**config.mk**
```make
export PLATFORM = sky130hd
export DESIGN_NAME = alu_arbiter
export DESIGN_NICKNAME = d
export VERILOG_FILES = /design/src/rtl/alu_arbiter.sv
export SDC_FILE = /design/constraint.sdc
export NUM_CORES = 1
export LEC_CHECK = 0
export ABC_AREA = 1
export ABC_CLOCK_PERIOD_IN_PS = 4350
export CAP_MARGIN = 20
export CORE_AREA = 2 2 84 86
export CTS_BUF_LIST = sky130_fd_sc_hd__clkbuf_8 sky130_fd_sc_hd__clkbuf_16
export DETAILED_ROUTE_END_ITERATION = 8
export DIE_AREA = 0 0 86 88
export MAX_ROUTING_LAYER = met4
export PLACE_DENSITY = 0.9
export SLEW_MARGIN = 5
export SYNTH_ARGS = -nofsm -noshare
export SYNTH_HDL_FRONTEND = slang
export SYNTH_SLANG_ARGS = --single-unit
```
**constraint.sdc**
```tcl
create_clock -name CLK -period 4.35 [get_ports CLK]
set_clock_uncertainty 0.1 [all_clocks]
set_input_delay 0.87 -clock CLK [delete_from_list [all_inputs] [get_ports CLK]]
set_output_delay 0.87 -clock CLK [all_outputs]
set_load 0.02 [all_outputs]
```
**src/rtl/alu_arbiter.sv**
```systemverilog
// alu_arbiter: two-requester front end for one shared multi-cycle ALU.
// Each accepted operation is registered onto the ALU operand outputs and
// held there. After ALU_LAT+1 cycles of execution the ALU result is
// captured into RSP_DATA, and the owning requester gets a one-cycle
// response pulse.
// Build option: define ALU_ARB_RR_EN for round-robin tie-breaking.
// Without it, requester 0 has fixed priority.
module alu_arbiter #(
  parameter int WIDTH   = 16,
  parameter int ALU_LAT = 1   // legal range 1..15
) (
  input  logic             CLK,
  input  logic             RST,       // asynchronous, active-low
  input  logic             REQ0_VLD,
  output logic             REQ0_RDY,
  input  logic [WIDTH-1:0] REQ0_A,
  input  logic [WIDTH-1:0] REQ0_B,
  input  logic [1:0]       REQ0_FUN,
  input  logic             REQ1_VLD,
  output logic             REQ1_RDY,
  input  logic [WIDTH-1:0] REQ1_A,
  input  logic [WIDTH-1:0] REQ1_B,
  input  logic [1:0]       REQ1_FUN,
  output logic             RSP0_VLD,
  output logic             RSP1_VLD,
  output logic [WIDTH:0]   RSP_DATA,
  output logic [WIDTH-1:0] ALU_A,
  output logic [WIDTH-1:0] ALU_B,
  output logic [1:0]       ALU_FUN,
  input  logic [WIDTH:0]   ALU_OUT,
  output logic             BUSY
);

  typedef enum logic {IDLE, EXEC} state_e;

  localparam logic [3:0] LAT_LD = 4'(ALU_LAT);

  state_e           state_q, state_d;
  logic [3:0]       cnt_q, cnt_d;
  logic             owner_q, owner_d;
  logic [WIDTH-1:0] alu_a_q, alu_a_d;
  logic [WIDTH-1:0] alu_b_q, alu_b_d;
  logic [1:0]       alu_fun_q, alu_fun_d;
  logic [WIDTH:0]   rsp_data_q, rsp_data_d;
  logic             rsp0_vld_q, rsp0_vld_d;
  logic             rsp1_vld_q, rsp1_vld_d;
`ifdef ALU_ARB_RR_EN
  logic             last_q, last_d;   // requester granted most recently
`endif

  logic grant_idx;
  logic rdy0, rdy1;
  logic xfer;

  // Arbitration: pick a requester and raise its RDY only while idle and out of reset.
  always_comb begin
    // NOTE: every signal assigned in always_comb gets a default first; a
    // path that leaves one unassigned would infer a latch.
    grant_idx = 1'b0;
    if (REQ0_VLD && REQ1_VLD) begin
`ifdef ALU_ARB_RR_EN
      grant_idx = ~last_q;
`else
      grant_idx = 1'b0;
`endif
    end else begin
      grant_idx = REQ1_VLD;
    end
    rdy0 = RST && (state_q == IDLE) && REQ0_VLD && !grant_idx;
    rdy1 = RST && (state_q == IDLE) && REQ1_VLD &&  grant_idx;
    xfer = rdy0 || rdy1;
  end

  // Next-state logic: accept in IDLE, count down in EXEC, capture the result on the last EXEC cycle.
  always_comb begin
    state_d    = state_q;
    cnt_d      = cnt_q;
    owner_d    = owner_q;
    alu_a_d    = alu_a_q;
    alu_b_d    = alu_b_q;
    alu_fun_d  = alu_fun_q;
    rsp_data_d = rsp_data_q;
    rsp0_vld_d = 1'b0;
    rsp1_vld_d = 1'b0;
`ifdef ALU_ARB_RR_EN
    last_d     = last_q;
`endif
    case (state_q)
      IDLE: begin
        if (xfer) begin
          state_d   = EXEC;
          cnt_d     = LAT_LD;
          owner_d   = grant_idx;
          alu_a_d   = grant_idx ? REQ1_A   : REQ0_A;
          alu_b_d   = grant_idx ? REQ1_B   : REQ0_B;
          alu_fun_d = grant_idx ? REQ1_FUN : REQ0_FUN;
`ifdef ALU_ARB_RR_EN
          last_d    = grant_idx;
`endif
        end
      end
      EXEC: begin
        if (cnt_q == 4'd0) begin
          state_d    = IDLE;
          rsp_data_d = ALU_OUT;
          rsp0_vld_d = !owner_q;
          rsp1_vld_d =  owner_q;
        end else begin
          cnt_d = cnt_q - 4'd1;
        end
      end
      default: state_d = IDLE;
    endcase
  end

  // State and datapath registers; reset abandons any operation in flight.
  always_ff @(posedge CLK or negedge RST) begin
    if (!RST) begin
      // NOTE: the datapath registers are reset as well as the control state,
      // because the operand and result outputs must read zero during reset.
      state_q    <= IDLE;
      cnt_q      <= 4'd0;
      owner_q    <= 1'b0;
      alu_a_q    <= '0;
      alu_b_q    <= '0;
      alu_fun_q  <= 2'd0;
      rsp_data_q <= '0;
      rsp0_vld_q <= 1'b0;
      rsp1_vld_q <= 1'b0;
`ifdef ALU_ARB_RR_EN
      last_q     <= 1'b1;   // so the first tie goes to requester 0
`endif
    end else begin
      // NOTE: non-blocking assignments let every register sample the
      // pre-edge values, independent of statement order.
      state_q    <= state_d;
      cnt_q      <= cnt_d;
      owner_q    <= owner_d;
      alu_a_q    <= alu_a_d;
      alu_b_q    <= alu_b_d;
      alu_fun_q  <= alu_fun_d;
      rsp_data_q <= rsp_data_d;
      rsp0_vld_q <= rsp0_vld_d;
      rsp1_vld_q <= rsp1_vld_d;
`ifdef ALU_ARB_RR_EN
      last_q     <= last_d;
`endif
    end
  end

  assign REQ0_RDY = rdy0;
  assign REQ1_RDY = rdy1;
  assign RSP0_VLD = rsp0_vld_q;
  assign RSP1_VLD = rsp1_vld_q;
  assign RSP_DATA = rsp_data_q;
  assign ALU_A    = alu_a_q;
  assign ALU_B    = alu_b_q;
  assign ALU_FUN  = alu_fun_q;
  assign BUSY     = (state_q == EXEC);

endmodule

```
Yosys cells after proc, flatten, opt, wreduce, memory -nomap -nowiden --
Cells that the tools add are included.
Word-level totals: flip-flop bits (word level) 59, bits of input ports 89
Operators by class: $add $sub $neg 1, eq/ne operators 2, mux-type cells 14, bitwise gates (word level) 1, reductions and logical operators 13
Operators by type and width (count):
- $mux 16 | 2
- $mux 4 | 2
- $pmux 4 s2 | 1
- $mux 1 | 7
- $logic_and 1x1->1 | 6
- $reduce_and 2->1 | 3
- $logic_not 4->1 | 1
- $ne 2x2->1 const B | 2
- $sub 4x1->4 const B | 1
- $logic_not 1->1 | 2
- $mux 2 | 1
- $pmux 1 s2 | 1
- $logic_or 1x1->1 | 1
- $not 1->1 | 1

Logic depth before layout (Yosys ltp) --
Gate-level depths: netlist of the first run.
depth after elaboration 7, depth in mapped cells 8, depth with buffers taken out 7

Least setup slack after synthesis of the first run --
OpenSTA, ideal clock, no wires.
kind input port to output port, start point input port REQ0_VLD, end point output port REQ1_RDY, arrival 1.501 ns, required time 3.380 ns, path slack 1.879 ns, cell stages on the path 4, buffers on the path 1, cell sequence inv_1 nand2_1 buf_2 nor2_1
On the way: word-level cells in the longest chain between the ends 3
Ends and longest elaborated chain:
- start, declared | RTL line 14 | input logic REQ0_VLD,
- $logic_and 1x1->1 | RTL line 60 | if (REQ0_VLD && REQ1_VLD) begin
- $mux 1 | RTL line 60
- $logic_and 1x1->1 | RTL line 70 | rdy1 = RST && (state_q == IDLE) && REQ1_VLD && grant_idx;
- end, declared | RTL line 20 | output logic REQ1_RDY,
No other way between the ends.

Worst setup path in the final report of the first run --
start point input port REQ0_VLD, end point output port REQ0_RDY
On the way: word-level cells in the longest chain between the ends 4, elaborated cells on any way between the ends 5
Ends and longest elaborated chain:
- $logic_and 1x1->1 | RTL line 60
- $mux 1 | RTL line 60
- $logic_not 1->1 | RTL line 69 | rdy0 = RST && (state_q == IDLE) && REQ0_VLD && !grant_idx;
- $logic_and 1x1->1 (*) | RTL line 69
- end, declared | RTL line 15 | output logic REQ0_RDY,
Mark *: on every way between the ends. The rest lies on a longest branch, timed or not.

==> metrics.yaml, run 1 <==
fillers: 544
rows: 30
cts-resized-gates: 0
ctsLongestPathBuffers: 2
drtPass1Iterations: 6
post-place-ws_ns: 1.07
synth_mux_area_share_pct: 0
fin_crit_sh_pct: 75.1
port_buffers: 144
yosys-top-cells-area: "dfrtp_1 (53%), nand2_1 (22%), o211ai_1 (9.1%)"
drt-initial-drc-count: 89
setup_tns_ns: 0
cts_made_buffers: 9
cp.required_ns: 3.38
critical_path_class: "in2out"
hold_viol: 0
max_freq_mhz: 306
tightest_slew_ns: 0.711
rsz0062_at_grt: "no"
cts-htree-levels: 3
fin_ws_ns: 1.08
syn_to_final_growth_pct: 59.7
antenna_found_initial: 0
synth_top_family_by_area: "simple AND/OR/NAND/NOR gates"
clk_pin_slew_worst_paths_ns: 0.06
total_power_mw: 2.94
hpwl_um: 5130
synthXorXnorAreaFrac_pct: 0
die_w_um: 86
post_cts.repair.setup_buffers: 0
ys_seq_area_share_pct: 52.9
drive_above_1_share_pct: 6.19
num-nets-final: 570
synth_top_area_share_pct: 52.9
gp_congestion: 0.704
io_pins: 145
drt-wirelength-per-cell_um: 12.5
ir_drop_mv: 0.362
layout_common_cells: "nand2_1 (160), clkdlybuf4s50_1 (143), dfrtp_1 (59)"
remaining_drc_errors: 0
syn_area_per_cell_um2: 8.25
cts_tree: "done"
core_um2: 6640
grtUsageTotal_pct: 19.9
synth_cells: 338
clock_sinks: 59
final-seq-area_um2: 1480
synth_top_area_cell: "dfrtp_1"
critPathCaptureType: "primary output"
num_vias: 2677
ant_nets: 0
die-area_um2: 7570
synth_fa_ha_area_share_pct: 0.448
final_common_cell: "nand2_1"
status: "completed"
yosys.cell_types.count: 19
clockRootBuffer: "clkbuf_8"
clk_latency_ns: 0.32
slew_viol_final: 0
cp_data_arrival_time_ns: 2.30
synth_area_um2: 2790
synth-seq-cells: 59
n_antenna_cell: 0
worstSetupStartpointType: "input port"
grt_max_degree: 70
multi_input_area_um2: 1020
viasPerCell: 4.74
finalWorstPathRequiredPeriod_ns: 3.27
ctsHoldBuffers: 0
path_max_fanout: 2
yosys_warnings: 0
synth_compound_area_share_pct: 10.1
die_y_um: 88
finalSetupViolCount: 0
power.density_nw_per_um2: 659
synth_nets: 428
wirelength_um: 7090
cap_violations: 0
grt_pass1_wl_um: 11500
grt-ovfl-total: 0
initial_core_util_pct: 42.0
leakagePower_nw: 2.26
max-slew-margin-rel_pct: 52.6
synthSimpleGateAreaFrac_pct: 25.6
hold_path.class: "reg2reg"
grt_pass1_vias: 2653
==> cells by family (layout without fill, tap and decap cells) <==
kind of cell,Yosys count,count (layout)
AND/OR/NAND/NOR,178,178
adder cells (fa/ha/maj),1,1
buffers and inverters,62,209
flip-flops,59,59
AO/OA/AOI/OAI,38,38
==> per-stage QoR <==
stage / hold slack [ns] / cells / util, % / area, um^2
2_1_floorplan: 0.313 / 338 / - / 2790
3_3_place_gp: 0.326 / 549 / 63.7 / 4230
3_5_place_dp: 0.340 / 549 / 63.7 / 4230
4_1_cts: 0.349 / 565 / 67.1 / 4460
5_1_grt: 0.367 / 565 / 67.1 / 4460
6_report: 0.342 / 565 / 67.1 / 4460
==> registers in the layout (all words and copies together), names as in the netlist <==
name / count
RSP_DATA: 17
ALU_A: 16
ALU_B: 16
cnt_q: 4
ALU_FUN: 2
BUSY: 1
RSP0_VLD: 1
RSP1_VLD: 1
owner_q: 1
==> power breakdown <==
group	switching (mW)	total, mW	leakage (nW)	internal [mW]
Combinational	0.760	1.41	1.41	0.649
Sequential	0.157	0.969	0.728	0.812
Clock	0.210	0.561	0.119	0.351
==> worst paths after layout <==
| check | start | to | slack, ns | depth (start not counted) |
|---|---|---|---|---|
| max in group asynchronous | RST | ALU_B[7] | 3.07 | 2 |
| setup / recovery | REQ0_VLD | REQ0_RDY | 1.08 | 4 |
| setup reg to reg | BUSY | ALU_B[11] | 2.65 | 5 |
| min in group asynchronous | RST | cnt_q[2] | 0.60 | 2 |
| hold / removal | owner_q | RSP0_VLD | 0.34 | 1 |
| hold reg to reg | owner_q | RSP0_VLD | 0.34 | 1 |
==> per-layer routing <==
layer | GRT usage (%) | vias to the layer above | part of all wire, %
met2 | 34.9 | 104 | 50
met1 | 22.0 | 1236 | 42
met4 | 5.19 | 0 | 0.69
li1 | - | 1332 | -
met5 | - | - | 0
met3 | 5.94 | 5 | 7.4
==> synthesized netlist by cell type, drive strengths merged <==
| master | instances |
|---|---|
| a31oi | 1 |
| buf | 14 |
| clkbuf | 2 |
| dfrtp | 59 |
| ha | 1 |
| inv | 46 |
| nand2 | 161 |
| nand3 | 1 |
| nand4 | 3 |
| nor2 | 13 |
| o211ai | 34 |
| o21ai | 1 |
| o22ai | 2 |
==> layout make-up <==
type	count	share of cell area (%)
clock buffers	11	3.40
clock inverters	5	1.68
repair buffers	147	32.7
well taps	80	2.25
inverters	46	3.93
flip-flops and latches	59	33.1
multi-input cells	217	22.9
==> worst max-delay path, cell delays in order <==
cell and delay [ns]:
clkdlybuf4s50_1 0.54, inv_1 0.09, nor2_1 0.16, clkdlybuf4s50_1 0.63
No activity file was read; power rests on OpenSTA's default activity.
==> run 2, diff against run 1 <==
--- a/config.mk
+++ b/config.mk
@@ -6,14 +6,14 @@
 export NUM_CORES = 1
 export LEC_CHECK = 0
 export ABC_AREA = 1
-export ABC_CLOCK_PERIOD_IN_PS = 4350
+export ABC_CLOCK_PERIOD_IN_PS = 3350
 export CAP_MARGIN = 20
-export CORE_AREA = 2 2 84 86
+export CORE_AREA = 2 2 87 89
 export CTS_BUF_LIST = sky130_fd_sc_hd__clkbuf_8 sky130_fd_sc_hd__clkbuf_16
 export DETAILED_ROUTE_END_ITERATION = 8
-export DIE_AREA = 0 0 86 88
+export DIE_AREA = 0 0 89 91
 export MAX_ROUTING_LAYER = met4
-export PLACE_DENSITY = 0.9
+export PLACE_DENSITY = 0.85
 export SLEW_MARGIN = 5
 export SYNTH_ARGS = -nofsm -noshare
 export SYNTH_HDL_FRONTEND = slang
==> constraint.sdc (replaced) <==
create_clock -name CLK -period 3.35 [get_ports CLK]
set_clock_uncertainty 0.1 [all_clocks]
set_input_delay 0.67 -clock CLK [delete_from_list [all_inputs] [get_ports CLK]]
set_output_delay 0.67 -clock CLK [all_outputs]
set_load 0.02 [all_outputs]
==> run 2 against run 1 <==
Effect of this change: power is 28% higher; design area up 0.22%; combinational power increased by 30%; critical path depth unchanged; hold slack better by 0.0029 ns; first-iteration DRC count decreased by 35%; utilization down 4.5 points; critical endpoint unchanged; largest power group unchanged; highest routed layer unchanged.
==> metrics.yaml, run 2 (synthesized netlist as in run 1, its figures left out) <==
status: "completed"
post-place-ws_ns: 0.515
cts_made_buffers: 9
final_cell_area_um2: 4470
cts-resized-gates: 0
cap_violations: 0
io_pins: 145
final_common_cell: "nand2_1"
ctsHoldBuffers: 0
initial_core_util_pct: 39.1
slew_viol_final: 0
hold_viol: 0
clk_pin_slew_worst_paths_ns: 0.07
fin_ws_ns: 0.517
path_max_fanout: 2
critical_path_class: "in2out"
power.density_nw_per_um2: 842
finalWorstPathRequiredPeriod_ns: 2.83
crit_path_cell_trace: "clkdlybuf4s50_1 > inv_1 > nor2_1 > clkdlybuf4s50_1"
hpwl_um: 5120
total_power_mw: 3.76
die_y_um: 91
reg2reg_depth: 7
cp.required_ns: 2.58
grtUsageTotal_pct: 18.4
cp_data_arrival_time_ns: 2.06
hold_ws_ns: 0.345
dpl_cell_area_um2: 4250
finalSetupViolCount: 0
layout_common_cells: "nand2_1 (160), clkdlybuf4s50_1 (143), dfrtp_1 (59)"
wirelength_um: 7070
ctsLongestPathBuffers: 2
core_um2: 7140
multi_input_area_um2: 1020
final_cells: 584
hold_path.class: "reg2reg"
cp_common_cell: "clkdlybuf4s50_1"
setup_tns_ns: 0
die_w_um: 89
fin_crit_sh_pct: 84.6
leakagePower_nw: 2.25
antenna_found_initial: 0
final-seq-area_um2: 1480
clock_sinks: 59
num-nets-final: 570
cts-htree-levels: 3
max-slew-margin-rel_pct: 51.6
drt-wirelength-per-cell_um: 12.1
remaining_drc_errors: 0
grt-ovfl-total: 0
max_stage_delay_ns: 0.62
n_antenna_cell: 0
clockRootBuffer: "clkbuf_8"
gp_congestion: 0.764
fin_util_pct: 62.6
ant_nets: 0
ir_drop_mv: 0.367
use_met2_pct: 30.2
critPathCaptureType: "primary output"
die-area_um2: 8100
slowest_stage: "clkdlybuf4s50_1"
max_freq_mhz: 353
r2r_slack_ns: 1.64
grt_use_met3_pct: 5.09
grt_pass1_wl_um: 11400
grt_pass1_vias: 2563
dpl.cell_count: 568
post_cts.repair.setup_buffers: 0
busiest_layer: "met2"
largest_reg_flops: 17
viasPerCell: 4.52
clk_latency_ns: 0.32
grt_max_degree: 70
drive_above_1_share_pct: 6.19
tightest_slew_ns: 0.726
grt_use_met1_pct: 21.5
min_path_cells: 1
rsz0062_at_grt: "no"
syn_to_final_growth_pct: 60.0
worstSetupStartpointType: "input port"
rows: 31
port_buffers: 144
drtPass1Iterations: 4
num_vias: 2640
drt-initial-drc-count: 58
cts_tree: "done"
fillers: 626
run 2: changes by cell type in the layout (fill, tap and decap cells not counted):
cell / before / now
clkbuf_8: 11 / 12
clkinv_2: 3 / 2
clkinvlp_4: 0 / 1
bufinv_16: 2 / 1
run 2: path summary, 6_finish.rpt:
path | start | endpoint
max | REQ0_VLD | REQ0_RDY
min | owner_q | RSP0_VLD
max reg2reg | cnt_q[0] | RSP_DATA[14]
min reg2reg | owner_q | RSP0_VLD
max in group asynchronous | RST | ALU_B[9]
min in group asynchronous | RST | RSP_DATA[3]
run 2: power by group:
group	leakage [nW]	internal (mW)	switching, mW	total, mW
combinational	1.41	0.843	0.990	1.83
clock	0.108	0.402	0.273	0.675
sequential	0.728	1.05	0.198	1.25
run 2: worst max-delay path, delay by kind of cell:
kind | cells | cell delay [ns]
buffers and inverters | 3 | 1.23
AND/OR/NAND/NOR | 1 | 0.15
run 2: layer usage:
metal  vias to the layer above  wire [um]  part of all wire, %
li1                       1338          -                    -
met1                      1192       3030                   43
met2                       101       3440                   49
met3                         9        512                  7.2
met4                         0         85                  1.2
met5                         -          0                    0
run 2: area by class of cell:
| class | instances | share of cell area, % |
|---|---|---|
| clock buffers | 12 | 3.70 |
| multi-input cells | 217 | 22.8 |
| inverters | 46 | 3.92 |
| flip-flops and latches | 59 | 33.1 |
| repair buffers | 147 | 32.7 |
| well taps | 99 | 2.77 |
| clock inverters | 4 | 1.06 |
